--- src/rtl/stream_timed_out.sv ---
// Final playback stage: holds one {time,data} sample and strobes its data word out
// on the cycle the local board-time counter reaches the sample's time.
module stream_timed_out #(
  parameter int TIME_BITS = 32,
  parameter int DATA_BITS = 32
) (
  input  logic                               clock,
  input  logic                               reset_n,
  input  logic                               run_en,
  input  logic [TIME_BITS+DATA_BITS-1:0]     in_data,
  input  logic                               in_last,
  input  logic [(TIME_BITS+DATA_BITS)/8-1:0] in_keep,
  input  logic                               in_valid,
  output logic                               in_ready,
  output logic [DATA_BITS-1:0]               out_data,
  output logic                               out_strobe,
  output logic [TIME_BITS-1:0]               board_time,
  output logic                               status_run,
  output logic                               status_end,
  output logic                               error_time,
  output logic                               error_keep
);

  typedef enum logic [1:0] {
    ST_IDLE  = 2'd0,
    ST_RUN   = 2'd1,
    ST_END   = 2'd2,
    ST_ERROR = 2'd3
  } state_t;

  state_t                 r_state;
  state_t                 w_next_state;

  logic [TIME_BITS-1:0]   r_board_time;
  logic [TIME_BITS-1:0]   r_hold_time;
  logic [DATA_BITS-1:0]   r_hold_data;
  logic                   r_hold_last;
  logic                   r_hold_valid;
  logic [DATA_BITS-1:0]   r_out_data;
  logic                   r_out_strobe;
  logic                   r_error_time;
  logic                   r_error_keep;

  logic w_in_run;
  logic w_accepting;
  logic w_fire;
  logic w_late;
  logic w_overflow;
  logic w_ready;
  logic w_accept;
  logic w_keep_bad;
  logic w_load;
  logic w_to_error;
  logic w_tick;

  // Compare against the current board_time; the increment lands at the same edge.
  assign w_in_run    = (r_state == ST_RUN);
  assign w_accepting = (r_state == ST_IDLE) || (r_state == ST_RUN);
  assign w_fire      = w_in_run & run_en & r_hold_valid & (r_hold_time == r_board_time);
  assign w_late      = w_in_run & run_en & r_hold_valid & (r_hold_time < r_board_time);
  assign w_overflow  = w_in_run & run_en & (r_board_time == {TIME_BITS{1'b1}});
  assign w_ready     = w_accepting & (~r_hold_valid | w_fire);
  assign w_accept    = in_valid & w_ready;
  assign w_keep_bad  = w_accept & (in_keep != {((TIME_BITS+DATA_BITS)/8){1'b1}});
  assign w_load      = w_accept & ~w_keep_bad;
  assign w_to_error  = w_late | w_overflow | w_keep_bad;
  // The counter freezes on the edge that enters ERROR, so it never wraps.
  assign w_tick      = w_in_run & run_en & ~w_to_error;

  // State register
  always_ff @(posedge clock) begin
    // NOTE: sequential state uses non-blocking assignments so every register
    // samples pre-edge values regardless of statement order.
    if (!reset_n) r_state <= ST_IDLE;
    else          r_state <= w_next_state;
  end

  // Next-state logic
  always_comb begin
    // NOTE: default first so no path through the case leaves the target unassigned
    // (which would infer a latch).
    w_next_state = r_state;
    case (r_state)
      ST_IDLE: begin
        if (w_keep_bad)  w_next_state = ST_ERROR;
        else if (run_en) w_next_state = ST_RUN;
      end
      ST_RUN: begin
        if (w_to_error)                 w_next_state = ST_ERROR;
        else if (w_fire && r_hold_last) w_next_state = ST_END;
      end
      ST_END:   w_next_state = ST_END;
      ST_ERROR: w_next_state = ST_ERROR;
      default:  w_next_state = ST_ERROR;
    endcase
  end

  // Output decode
  always_comb begin
    in_ready   = w_ready;
    status_run = (r_state == ST_RUN);
    status_end = (r_state == ST_END);
  end

  always_ff @(posedge clock) begin
    if (!reset_n) begin
      r_board_time <= '0;
      r_hold_time  <= '0;
      r_hold_data  <= '0;
      r_hold_last  <= 1'b0;
      r_hold_valid <= 1'b0;
      r_out_data   <= '0;
      r_out_strobe <= 1'b0;
      r_error_time <= 1'b0;
      r_error_keep <= 1'b0;
    end else begin
      if (w_tick) r_board_time <= r_board_time + 1'b1;

      // A load in the same cycle as a fire replaces the sample being fired.
      if (w_load) begin
        r_hold_time  <= in_data[TIME_BITS+DATA_BITS-1:DATA_BITS];
        r_hold_data  <= in_data[DATA_BITS-1:0];
        r_hold_last  <= in_last;
        r_hold_valid <= 1'b1;
      end else if (w_fire) begin
        r_hold_valid <= 1'b0;
      end

      r_out_strobe <= w_fire;
      if (w_fire) r_out_data <= r_hold_data;

      r_error_time <= r_error_time | w_late | w_overflow;
      r_error_keep <= r_error_keep | w_keep_bad;
    end
  end

  assign out_data   = r_out_data;
  assign out_strobe = r_out_strobe;
  assign board_time = r_board_time;
  assign error_time = r_error_time;
  assign error_keep = r_error_keep;

endmodule

--- config.mk ---
export PLATFORM = sky130hd
export DESIGN_NAME = stream_timed_out
export DESIGN_NICKNAME = d
export VERILOG_FILES = /design/src/rtl/stream_timed_out.sv
export SDC_FILE = /design/constraint.sdc
export NUM_CORES = 1
export LEC_CHECK = 0
export BUFFER_PORTS_ARGS = -buffer_cell sky130_fd_sc_hd__buf_2
export CORE_AREA = 2 2 121 123
export CTS_CLUSTER_SIZE = 28
export DETAILED_ROUTE_END_ITERATION = 10
export DIE_AREA = 0 0 123 125
export MAX_ROUTING_LAYER = met4
export PLACE_DENSITY = 0.68
export SYNTH_ARGS = -nofsm -noshare
export SYNTH_HDL_FRONTEND = slang
export SYNTH_SLANG_ARGS = --single-unit
export TNS_END_PERCENT = 5
--- constraint.sdc ---
create_clock -name clock -period 6.5 [get_ports clock]
set_input_delay 0.975 -clock clock [delete_from_list [all_inputs] [get_ports clock]]
set_output_delay 0.975 -clock clock [all_outputs]
set_load 0.01 [all_outputs]
# After elaboration in Yosys (flattened, before gate mapping)
# Cells that the tools add are included.
# Widths: inputs -> output; s select.
# totals
ff_bits	135
input_bits	77
# classes
n_addsub	1
magnitude_cmp	1
eq_ne	8
n_mux	7
bitwise	19
reduce_logical	5
# op_table
cell	count
$add 32x1->32 const B	1
$eq 32x32->1	1
$eq 32x32->1 const B	1
$lt 32x32->1	1
$and 1x1->1	10
$mux 2	4
$ne 8x8->1 const B	1
$pmux 2 s4	1
$or 1x1->1	6
$eq 2x2->1 const B	2
$ne 3x1->1 const B	1
$ne 3x3->1 const B	1
$not 1->1	3
$eq 2x1->1 const B	1
$logic_not 2->1	1
$mux 1	2
$reduce_and 2->1	1
$reduce_bool 2->1	1
$logic_and 1x1->1	1
$logic_or 1x1->1	1

# Depth between registers and ports, before layout
# depth
depth_word	11
mapped_depth	11
ltp_nobuf	9

# Worst setup path before layout
# Ideal clock, no wire load.
# synth_path
path_kind	input to output
from	input run_en
to	output in_ready
arrival_time_ps	2081
slack_ps	3444
path_stages	6
cell_sequence	and3b_1 buf_2 and3_4 nand3_2 clkbuf_1 a21oi_1
# synth_between
elab_chain_cells	5
# synth_rtl
item	line_no	rtl
from (decl)	9	input logic run_en,
$and 1x1->1 (3 in series)	59	assign w_fire = w_in_run & run_en & r_hold_valid & (r_hold_time == r_board_time);
$or 1x1->1	62	assign w_ready = w_accepting & (~r_hold_valid | w_fire);
$and 1x1->1	62	
to (decl)	14	output logic in_ready,
# No other way between the ends.

# Final worst setup path
# layout_path
from	register r_board_time[19] (netlist: board_time[19])
to	output in_ready
# layout_between
elab_chain_cells	4
# layout_rtl
item	line_no	rtl
from (decl)	34	logic [TIME_BITS-1:0] r_board_time;
from (signal assigned)	117	if (w_tick) r_board_time <= r_board_time + 1'b1;
$eq 32x32->1	59	
$and 1x1->1	59	
$or 1x1->1	62	
$and 1x1->1	62	
# No other way between the ends.

==> flow_summary.html <==
<table>
<tr><th>Metric</th><th>Value</th></tr>
<tr><th colspan="2">STA</th></tr>
<tr><td>Worst rel slew slack</td><td>43.3%</td></tr>
<tr><td>Final Cycle Share</td><td>66.4%</td></tr>
<tr><td>Summed negative setup slack over all endpoints</td><td>0 ns</td></tr>
<tr><td>Unrepaired setup endpoints after global routing</td><td>no</td></tr>
<tr><td>Final Slew Violations</td><td>0</td></tr>
<tr><td>Maximum clock rate</td><td>232 MHz</td></tr>
<tr><td>Worst Clk Skew</td><td>0.00874 ns</td></tr>
<tr><td>Final setup violation count</td><td>0</td></tr>
<tr><td>Fin crit period</td><td>4.31 ns</td></tr>
<tr><td>Worst Max-Slew Pin Slew</td><td>0.851 ns</td></tr>
<tr><td>Final count of hold timing violations</td><td>0</td></tr>
<tr><th colspan="2">Layout</th></tr>
<tr><td>Layout cell share with drive strength beyond 1</td><td>21.7%</td></tr>
<tr><td>Layout Cell Area excl Fill</td><td>0.00761 sq mm</td></tr>
<tr><td>Final core area utilization</td><td>53.6%</td></tr>
<tr><td>Most common library cell in the layout ignoring fill and taps</td><td>sky130_fd_sc_hd__nand2_1</td></tr>
<tr><td>Area growth, synth to finish</td><td>22.4%</td></tr>
<tr><td>Highest-count cells in the layout ignoring fill and taps</td><td>sky130_fd_sc_hd__nand2_1 (239), sky130_fd_sc_hd__buf_2 (146), sky130_fd_sc_hd__dfxtp_1 (135)</td></tr>
<tr><td>Post-layout instance count excluding filler cells</td><td>1,105</td></tr>
<tr><td>Final #Nets</td><td>1,018</td></tr>
<tr><th colspan="2">Floorplan</th></tr>
<tr><td>Die span in x</td><td>123 microns</td></tr>
<tr><td>Die area</td><td>0.0154 sq mm</td></tr>
<tr><td>Effective utilization at floorplan</td><td>43.8%</td></tr>
<tr><td>Placeable Area</td><td>0.0142 sq mm</td></tr>
<tr><td>Placement row count</td><td>44</td></tr>
<tr><td>Count of pins on the block boundary</td><td>147</td></tr>
<tr><td>Overall die height</td><td>125 microns</td></tr>
<tr><th colspan="2">GRT</th></tr>
<tr><td>Sum of overflow across all layers after global routing</td><td>0</td></tr>
<tr><td>Initial antenna violation count</td><td>0</td></tr>
<tr><td>Wire length of the first global-routing pass</td><td>25.9 mm</td></tr>
<tr><td>Via count of the first global-routing pass</td><td>5,305</td></tr>
<tr><td>Maximum number of pins on one net before global-route repair</td><td>75</td></tr>
<tr><td>Total routing resource utilization after global routing</td><td>21.8%</td></tr>
<tr><th colspan="2">Yosys</th></tr>
<tr><td>Fraction of registers with async set/reset</td><td>0%</td></tr>
<tr><td>Total nets after synthesis</td><td>897</td></tr>
<tr><td>Top area cells in the synthesized netlist</td><td>sky130_fd_sc_hd__dfxtp_1 (43%), sky130_fd_sc_hd__nand2_1 (14%), sky130_fd_sc_hd__a21oi_1 (10%)</td></tr>
<tr><td>Flip-flop cell with the highest count after synthesis</td><td>sky130_fd_sc_hd__dfxtp_1</td></tr>
<tr><td>Flop and latch count out of synthesis</td><td>135</td></tr>
<tr><td>Warnings from Yosys</td><td>0</td></tr>
<tr><td>Synth Instances</td><td>787</td></tr>
<tr><td>Synth area leader</td><td>sky130_fd_sc_hd__dfxtp_1</td></tr>
<tr><td>Syn Std Cell Area</td><td>0.00622 sq mm</td></tr>
<tr><td>Number of enable-type register cells in the synthesized netlist</td><td>0</td></tr>
<tr><td>Synth cell types</td><td>50</td></tr>
<tr><td>Sequential fraction of the synthesis area</td><td>43.5%</td></tr>
<tr><td>Yosys top cell area share</td><td>43.5%</td></tr>
<tr><td>Mean instance size in the synthesized netlist</td><td>7.90 sq um</td></tr>
<tr><th colspan="2">Pwr</th></tr>
<tr><td>Tot Pwr</td><td>1.88 mW</td></tr>
<tr><td>VDD IR-drop max</td><td>0.185 mV</td></tr>
<tr><td>Leakage power</td><td>2.95 nW</td></tr>
<tr><td>Total power per unit cell area</td><td>247 mW/mm^2</td></tr>
<tr><th colspan="2">Worst setup path</th></tr>
<tr><td>Worst Path Arrival</td><td>3.34 ns</td></tr>
<tr><td>Path type of the worst setup path</td><td>register to output port</td></tr>
<tr><td>Largest fanout on the critical path</td><td>36</td></tr>
<tr><td>Total buffers and inverters traversed by the critical path</td><td>2</td></tr>
<tr><td>Endpoint class of the critical path</td><td>output port</td></tr>
<tr><td>Slowest stage cell, crit path</td><td>sky130_fd_sc_hd__nand3_2</td></tr>
<tr><td>Required time of the worst setup path</td><td>5.52 ns</td></tr>
<tr><td>Biggest cell delay along the critical path</td><td>0.73 ns</td></tr>
<tr><td>Startpoint Class</td><td>register</td></tr>
<tr><td>Cell class contributing the biggest share of worst-path delay</td><td>simple AND/OR/NAND/NOR gates</td></tr>
<tr><td>List of cells traversed by the critical path</td><td>inv_1 -&gt; ha_1 -&gt; nand4_1 -&gt; nor4_2 -&gt; nand3_2 -&gt; a21oi_1 -&gt; buf_2</td></tr>
<tr><th colspan="2">Detailed routing</th></tr>
<tr><td>Number of design rule violations left after detail routing</td><td>0</td></tr>
<tr><td>Total routed wirelength</td><td>16.2 mm</td></tr>
<tr><td>Wire length per cell after detailed routing</td><td>14.6 microns</td></tr>
<tr><td>Detail Route Antenna Nets</td><td>0</td></tr>
<tr><td>Violation count after the first detailed-routing iteration</td><td>359</td></tr>
<tr><td>Total via count after detailed routing</td><td>5,738</td></tr>
<tr><td>Number of search-and-repair iterations in the first detailed-routing pass</td><td>5</td></tr>
<tr><td>Routed vias/inst</td><td>5.19</td></tr>
<tr><th colspan="2">Placed design</th></tr>
<tr><td>Count of buffers from port buffering</td><td>146</td></tr>
<tr><td>Weighted congestion reported at the end of routability-driven placement</td><td>0.830</td></tr>
<tr><td>Cell count after placement</td><td>1,073</td></tr>
<tr><td>Total half-perimeter wirelength after legalization and detailed placement</td><td>11.2 mm</td></tr>
<tr><td>Cell area reported after detailed placement</td><td>0.00700 sq mm</td></tr>
<tr><th colspan="2">Clock network</th></tr>
<tr><td>Buffers from clock root to sink, at most</td><td>2</td></tr>
<tr><td>Number of buffers created by CTS</td><td>17</td></tr>
<tr><td>CTS sink cnt</td><td>135</td></tr>
<tr><td>Clock insertion delay at the later pin of the skew report</td><td>0.42 ns</td></tr>
<tr><td>Max H-tree Level</td><td>4</td></tr>
<tr><td>Post-cts sizing count</td><td>0</td></tr>
<tr><td>Clock-pin slew reported for the worst setup and hold paths after clock tree synthesis</td><td>0.06 ns</td></tr>
<tr><td>Number of hold buffers added after cts</td><td>0</td></tr>
<tr><td>CTS tree</td><td>done</td></tr>
<tr><td>Buffers inserted during post-CTS setup optimization</td><td>0</td></tr>
<tr><td>Buffer cell driving the clock tree root</td><td>sky130_fd_sc_hd__clkbuf_16</td></tr>
<tr><th colspan="2">Hold path</th></tr>
<tr><td>Worst min path class</td><td>register to register</td></tr>
<tr><th colspan="2">Flow run</th></tr>
<tr><td>Max-cap violations</td><td>0</td></tr>
<tr><th colspan="2">Run status</th></tr>
<tr><td>Outcome</td><td>completed</td></tr>
</table>
-- cell families after synthesis --
kind of cell	after synthesis	share of synthesized area (%)
buf+inv	84	5.75
flops	135	43.5
compound gates	167	15.0
mux	13	2.09
fa+ha+maj	33	6.64
simple gates	355	27.1
-- report_power, final --
group / switching (mW) / internal [mW]
clock: 0.356 / 0.623
combinational: 0.0405 / 0.0265
sequential: 0.00264 / 0.830
total: 0.399 / 1.48
-- Yosys cell counts (2+ instances only) --
cell type and n:
sky130_fd_sc_hd__a211o_1 2, sky130_fd_sc_hd__a21o_1 2, sky130_fd_sc_hd__a21oi_1 128, sky130_fd_sc_hd__and2_1 3, sky130_fd_sc_hd__and3_1 6, sky130_fd_sc_hd__and4_1 6, sky130_fd_sc_hd__buf_2 13, sky130_fd_sc_hd__buf_6 3
sky130_fd_sc_hd__clkbuf_1 32, sky130_fd_sc_hd__dfxtp_1 135, sky130_fd_sc_hd__ha_1 33, sky130_fd_sc_hd__inv_1 35, sky130_fd_sc_hd__mux2i_1 13, sky130_fd_sc_hd__nand2_1 240, sky130_fd_sc_hd__nand2b_1 2, sky130_fd_sc_hd__nand3_1 8
sky130_fd_sc_hd__nand3_2 3, sky130_fd_sc_hd__nand4_1 21, sky130_fd_sc_hd__nand4_2 4, sky130_fd_sc_hd__nor2_1 12, sky130_fd_sc_hd__nor2b_1 4, sky130_fd_sc_hd__nor3_1 8, sky130_fd_sc_hd__nor3_2 3, sky130_fd_sc_hd__nor3b_1 2
sky130_fd_sc_hd__nor4_1 7, sky130_fd_sc_hd__nor4b_1 2, sky130_fd_sc_hd__o211ai_1 3, sky130_fd_sc_hd__o21ai_0 5, sky130_fd_sc_hd__o21ai_1 3, sky130_fd_sc_hd__o31ai_1 14, sky130_fd_sc_hd__o41ai_1 2, sky130_fd_sc_hd__or3_1 4
sky130_fd_sc_hd__or4_1 12
-- final cells by class --
type,instances,area [sq um]
multi-input cells,568,3170
flip-flops and latches,135,2700
clock buffers,21,460
repair buffers,151,768
diodes,1,2.50
well taps,184,230
inverters,35,133
clock inverters,10,148
fillers,1406,6590
-- worst reg2reg max path: cells and delay by family (launching register included) --
family / cells / cell delay (ns)
AO/OA/AOI/OAI: 2 / 0.58
adder cells (fa/ha/maj): 1 / 0.33
buffers and inverters: 2 / 0.61
flip-flops: 1 / 0.39
AND/OR/NAND/NOR: 5 / 2.04
-- per-layer routing --
layer,vias to the layer above,GRT usage (%),share of wire (%)
met5,-,-,0
met4,0,9.36,1.9
met3,25,4.43,4.5
met2,145,33.0,47
met1,2616,28.2,47
li1,2952,-,-
-- worst paths after layout --
check / endpoint / depth (start not counted) / from / slack (ns)
setup / recovery: in_ready / 7 / board_time[19] / 2.19
hold reg to reg: r_hold_data[2] / 2 / r_hold_data[2] / 0.45
setup reg to reg: r_hold_time[22] / 10 / board_time[19] / 2.46
hold / removal: r_hold_data[2] / 2 / r_hold_data[2] / 0.45
-- state kept, by name, indices dropped and copies added, names as in the netlist, 2 cells and up --
name         flops
r_hold_time     32
out_data        32
r_hold_data     32
r_state          2
board_time      32
-- stage by stage --
stage / worst slack, ns / hold slack (ns)
2_1_floorplan: 3.44 / 0.432
3_3_place_gp: 2.53 / 0.439
3_5_place_dp: 2.43 / 0.441
4_1_cts: 2.14 / 0.449
5_1_grt: 1.95 / 0.465
6_report: 2.19 / 0.447
No activity file was read; power rests on OpenSTA's default activity.
